==> src/rtl/s8sp_pkg.sv <==
// Shared constants for the address-register arbiter: FSM encoding,
// parameter defaults and the index-width helper used by the arbiter and picker.
package s8sp_pkg;

  localparam int N_REQ_DEF      = 3;
  localparam int ACCESS_CYC_DEF = 2;
  localparam int AR_W           = 8;
  localparam int CNT_W          = 4;

  localparam logic [1:0] ST_IDLE   = 2'd0;
  localparam logic [1:0] ST_LOAD   = 2'd1;
  localparam logic [1:0] ST_ACCESS = 2'd2;
  localparam logic [1:0] ST_DONE   = 2'd3;

  // A single requester still needs a one-bit index so vectors never collapse to zero width.
  function automatic int idx_width(input int n);
    return (n > 1) ? $clog2(n) : 1;
  endfunction

endpackage

==> src/rtl/rr_pick.sv <==
// Combinational round-robin picker: first asserted request at ptr, ptr+1, ...
// wrapping modulo N_REQ; returns a one-hot winner and its index.
module rr_pick
  import s8sp_pkg::*;
#(
  parameter int N_REQ = N_REQ_DEF,
  parameter int IDX_W = idx_width(N_REQ)
) (
  input  logic [N_REQ-1:0] req_i,
  input  logic [IDX_W-1:0] ptr_i,
  output logic [N_REQ-1:0] winner_o,
  output logic [IDX_W-1:0] winner_idx_o,
  output logic             any_o
);

  logic [IDX_W-1:0] rot_idx [N_REQ];
  logic [N_REQ-1:0] rot_req;

  // Slot gi of the rotated view is requester (ptr + gi) mod N_REQ.
  for (genvar gi = 0; gi < N_REQ; gi++) begin : g_rot
    logic [IDX_W:0] pos;
    always_comb begin
      pos = {1'b0, ptr_i} + (IDX_W+1)'(gi);
      if (pos >= (IDX_W+1)'(N_REQ)) begin
        pos = pos - (IDX_W+1)'(N_REQ);
      end
    end
    assign rot_idx[gi] = pos[IDX_W-1:0];
    assign rot_req[gi] = req_i[pos[IDX_W-1:0]];
  end

  always_comb begin
    winner_idx_o = '0;
    any_o        = 1'b0;
    winner_o     = '0;
    for (int k = N_REQ - 1; k >= 0; k--) begin
      if (rot_req[k]) begin
        winner_idx_o = rot_idx[k];
        any_o        = 1'b1;
      end
    end
    if (any_o) begin
      winner_o[winner_idx_o] = 1'b1;
    end
  end

endmodule

==> src/rtl/ar_arbiter.sv <==
// Round-robin arbiter owning the address register: IDLE -> LOAD -> ACCESS x ACCESS_CYC
// -> DONE, with the winner's address captured at grant time.
module ar_arbiter
  import s8sp_pkg::*;
#(
  parameter int N_REQ      = N_REQ_DEF,
  parameter int ACCESS_CYC = ACCESS_CYC_DEF
) (
  input  logic               clk,
  input  logic               reset,
  input  logic [N_REQ-1:0]   req,
  input  logic [8*N_REQ-1:0] addr_in,
  output logic [N_REQ-1:0]   gnt,
  output logic [N_REQ-1:0]   done,
  output logic               load_ar,
  output logic [AR_W-1:0]    data_on_ar,
  output logic               busy
);

  localparam int               IDX_W    = idx_width(N_REQ);
  localparam logic [CNT_W-1:0] ACC_LOAD = CNT_W'(ACCESS_CYC - 1);
  localparam logic [IDX_W-1:0] LAST_IDX = IDX_W'(N_REQ - 1);

  logic [1:0]       state_q, state_d;
  logic [IDX_W-1:0] ptr_q, ptr_d;
  logic [CNT_W-1:0] cnt_q, cnt_d;
  logic [AR_W-1:0]  addr_q, addr_d;
  logic [N_REQ-1:0] win_q, win_d;
  logic [IDX_W-1:0] win_idx_q, win_idx_d;

  logic [N_REQ-1:0] pick_oh;
  logic [IDX_W-1:0] pick_idx;
  logic             pick_any;
  logic [AR_W-1:0]  addr_slice [N_REQ];

  for (genvar gi = 0; gi < N_REQ; gi++) begin : g_addr
    assign addr_slice[gi] = addr_in[8*gi +: 8];
  end

  rr_pick #(
    .N_REQ (N_REQ),
    .IDX_W (IDX_W)
  ) u_pick (
    .req_i        (req),
    .ptr_i        (ptr_q),
    .winner_o     (pick_oh),
    .winner_idx_o (pick_idx),
    .any_o        (pick_any)
  );

  always_comb begin
    state_d   = state_q;
    ptr_d     = ptr_q;
    cnt_d     = cnt_q;
    addr_d    = addr_q;
    win_d     = win_q;
    win_idx_d = win_idx_q;
    case (state_q)
      ST_IDLE: begin
        if (pick_any) begin
          win_d     = pick_oh;
          win_idx_d = pick_idx;
          addr_d    = addr_slice[pick_idx];
          state_d   = ST_LOAD;
        end
      end
      ST_LOAD: begin
        cnt_d   = ACC_LOAD;
        state_d = ST_ACCESS;
      end
      ST_ACCESS: begin
        if (cnt_q == '0) begin
          state_d = ST_DONE;
        end else begin
          cnt_d = cnt_q - 1'b1;
        end
      end
      ST_DONE: begin
        // Pointer moves past the winner only once the transaction retires.
        ptr_d   = (win_idx_q == LAST_IDX) ? '0 : win_idx_q + 1'b1;
        state_d = ST_IDLE;
      end
      default: state_d = ST_IDLE;
    endcase
  end

  always_ff @(posedge clk or negedge reset) begin
    if (!reset) begin
      state_q   <= ST_IDLE;
      ptr_q     <= '0;
      cnt_q     <= '0;
      addr_q    <= '0;
      win_q     <= '0;
      win_idx_q <= '0;
    end else begin
      state_q   <= state_d;
      ptr_q     <= ptr_d;
      cnt_q     <= cnt_d;
      addr_q    <= addr_d;
      win_q     <= win_d;
      win_idx_q <= win_idx_d;
    end
  end

  // All outputs decode from registered state, so an async reset clears them at once.
  assign busy       = (state_q != ST_IDLE);
  assign gnt        = busy ? win_q : '0;
  assign load_ar    = (state_q == ST_LOAD);
  assign done       = (state_q == ST_DONE) ? win_q : '0;
  assign data_on_ar = addr_q;

endmodule

==> config.mk <==
export PLATFORM = sky130hd
export DESIGN_NAME = ar_arbiter
export DESIGN_NICKNAME = d
export VERILOG_FILES = /design/src/rtl/s8sp_pkg.sv /design/src/rtl/rr_pick.sv /design/src/rtl/ar_arbiter.sv
export SDC_FILE = /design/constraint.sdc
export NUM_CORES = 1
export LEC_CHECK = 0
export ABC_AREA = 1
export ABC_CLOCK_PERIOD_IN_PS = 2300
export CAP_MARGIN = 20
export CORE_MARGIN = 2
export CORE_UTILIZATION = 46
export CTS_CLUSTER_SIZE = 8
export DETAILED_ROUTE_END_ITERATION = 16
export GPL_TIMING_DRIVEN = 0
export PLACE_DENSITY = 0.8
export SYNTH_ARGS = -nofsm -noshare
export SYNTH_HDL_FRONTEND = slang
export SYNTH_HIERARCHICAL = 1
export SYNTH_SLANG_ARGS = --single-unit
==> constraint.sdc <==
create_clock -name clk -period 2.3 [get_ports clk]
set_clock_uncertainty 0.1 [all_clocks]
set_input_delay 0.69 -clock clk [delete_from_list [all_inputs] [get_ports clk]]
set_output_delay 0.69 -clock clk [all_outputs]
set_load 0.02 [all_outputs]
==> summary.txt <==
Floorplan
  – Die width: 59.3 um
  – Boundary Pins: 45
  – Full die area: 3520 um^2
  – Die span in y: between 50 and 60 um
  – Num rows: 20
  – Core footprint: 2980 um^2
  – Initial Util: 47.3%

Layout
  – Layout cells sized above 1: between 15 and 20%
  – Fill cells: 248
  – Final core utilization: 68.2%
  – ANT cells: 0
  – Final Instance Count excl. Fillers: about 270
  – Area growth from synthesis to layout: 44.1%
  – # nets final: 278

Synthesis
  – Commonest cells post-synth: nand2_1, inv_1, dfrtp_1, nand3_1, nor2_1
  – Yosys top cell by area: dfrtp_1
  – Post-Synthesis Cells: 186
  – Primary FF master, synth: dfrtp_1
  – Most common cell in the synthesized netlist: nand2_1
  – Synth Net Count: 224
  – Seq/Total Area, Yosys: 37.3%
  – Async set-reset flop share out of synthesis: 100%
  – Unique cell type count in the Yosys netlist: 24
  – Yosys top cell area share: 37.3%
  – Mean Syn Cell Area: 7.57 um^2
  – Synth warn: 6
  – Top post-synthesis cells by area: dfrtp_1, nand2_1, ha_1, inv_1, nand3_1
  – Seq cells post-synth: 21
  – EDFF count, synth: 0
  – Mapped cell area: 1410 um^2

Job
  – Max-Cap Viols: 0

Clocking
  – TritonCTS Buffers: 3
  – Worst-path clk slew: 110 ps
  – Depth of the CTS H-tree: 1
  – Sink Count: 21
  – Hold_buf cts: 0
  – Clock latency on the worst-skew pair: 310 ps
  – Bufs on Longest Clock Path: 2
  – CTS tree: done
  – CTS root buf: clkbuf_4

Setup path
  – Critical path class: reg2out
  – Critical Path Fanout Max: 10
  – CP delay by family, top: flip-flops
  – Crit path buffers/inverters: 3
  – Max incr delay on CP: 420 ps
  – Critical Path, Cell by Cell: inv_1 > ha_4 > buf_6 > nor2_1 > buf_4
  – R2R Path Start: ptr_q[1]$_DFFE_PN0N_
  – Slowest cell on the critical path: dfrtp_1
  – Reg2reg path depth: 14
  – CP startpoint: state_q[1]$_DFFE_PN0P_
  – Critical path launch point type: flip-flop
  – Crit path capture type: output port
  – RR Endpoint: data_on_ar[7]$_DFFE_PN0P_
  – Required time of the worst setup path: 1510 ps
  – Critical path arrival: 1470 ps
  – Reg2reg setup slack: 200 ps

Detailed routing
  – TritonRoute pass-1 iters: 4
  – DRC: 0
  – Total number of vias: roughly 1.4k
  – DRT antenna net count: 0
  – Total wire length: 3410 um
  – Drt first-iter violations: 54
  – Routed wire per std cell: between 10 and 15 um
  – DR vias/cell: 5.10

STA
  – Final setup margin: around 43 ps
  – Hold Fails Final Rpt: 0
  – Final worst path period share: a little over nine tenths
  – Pins over their slew limit: 0
  – RSZ-0062 raised after global routing: yes
  – Relative slew slack: 83.8%
  – Worst-margin pin slew: 242 ps
  – Endpoints failing setup: 0
  – Setup_tns: 0 ps
  – Crit path time final: 2260 ps
  – Fmax: 443 MHz

Place
  – Pre-CTS WS: -411 ps
  – Dpl cells: 263
  – IO Port Bufs: 44
  – Placer Congestion: 0.824
  – DP HPWL: about 2400 um

Global route
  – Largest net degree at the start of global routing: 22
  – Vias in the first global route: 1345
  – Tot GR Track Use: 21.5%
  – First-pass GRT wire length: 5790 um
  – Total global routing overflow: 0
  – Antenna violations before repair: 0

Hold path
  – Worst hold stages: 1
  – Min-delay src: win_idx_q[0]$_DFFE_PN0P_
  – Min-Delay Endpoint: ptr_q[0]$_DFFE_PN0N_
  – Worst min-delay path class: reg2reg

Run status
  – Status: complete, no violations

Power and ir drop
  – Power per cell area: ~1400 nW/um^2
  – LEAKAGE: 1.01 nW
  – Max rail drop VDD: around 0.00063 V
flip-flops by register name, summed over array words and instances (netlist names):
signal	count
win_idx_q	2
state_q	2
win_q	3
ptr_q	2
cnt_q	4
data_on_ar	8
cell type report:
type                    instances  area, um^2  share of cell area [%]
plain buffers                   4        38.8                    1.91
clock buffers                   4        26.3                    1.29
inverters                      33         126                    6.23
multi-input cells             128         777                    38.3
flip-flops and latches         21         527                    26.0
well taps                      33        41.3                    2.03
repair buffers                 49         493                    24.3
power breakdown:
| group | total, W | internal [W] | switching [W] |
|---|---|---|---|
| registers | 0.000658 | 0.000551 | 0.000107 |
| logic | 0.00197 | 0.000825 | 0.00114 |
| clock network | 0.000185 | 0.0000678 | 0.000117 |
stage by stage:
step                      hold slack [ps]  area [um^2]  power, W
after global placement                378         1890   0.00243
after detailed placement              382         1890   0.00247
final                                 405         2030   0.00281
after CTS                             407         1920   0.00265
after global routing                  442         2030   0.00309
after floorplan                       294         1410   0.00188
placed cells by master (no fill, tap or decap), types with 2 or more instances in the layout:
cell type        Yosys  layout
nand3_1             17      16
a21oi_1              7       7
inv_2                3       6
nand3_2              2       3
nand2_2              2       4
or2_2                8       8
buf_2                2       2
nor2_2               1       2
inv_1               29      26
o22ai_1              2       2
o211ai_1             9       9
nand2_1             39      37
dfrtp_1             21      20
o21ai_1              2       2
ha_2                 0       2
nor2_1              13      11
clkdlybuf4s15_1      0       2
ha_4                 0       2
buf_6                2       4
dlymetal6s2s_1       0       2
clkdlybuf4s50_1      0      34
o21ai_0              5       5
buf_4                0       5
ha_1                 9       5
dlygate4sd2_1        0       3
clkbuf_4             0       3
nand4_1              8       8
how the worst max path moves through the flow:
stage                                end  cells after the start
3_5_place_dp   data_on_ar[7]$_DFFE_PN0P_                     13
4_1_cts                           gnt[1]                      5
5_1_grt                           gnt[2]                      5
6_report                          gnt[2]                      5
2_1_floorplan                     gnt[0]                      4
3_3_place_gp   data_on_ar[7]$_DFFE_PN0P_                     13
cell families after synthesis:
family,Yosys count,synth area share [%]
AO/OA/AOI/OAI,25,10.7
buffers and inverters,37,11.1
flip-flops,21,37.3
AND/OR/NAND/NOR,94,32.9
adder cells (fa/ha/maj),9,7.99
metal layers:
metal  routed length, um  track usage, %  vias up
met5                   0               0        -
met4                  56            8.44        0
met3                 193            3.49        6
met2                1680            35.2       43
met1                1480            28.5      627
li1                    -               -      712
repair_timing:
action,in CTS,in global routing
buffers inserted,1,2
endpoints found under the setup margin,16,21
resized for setup,23,22
gates cloned,0,1
pin swaps,0,10
No activity file was read; power rests on OpenSTA's default activity.
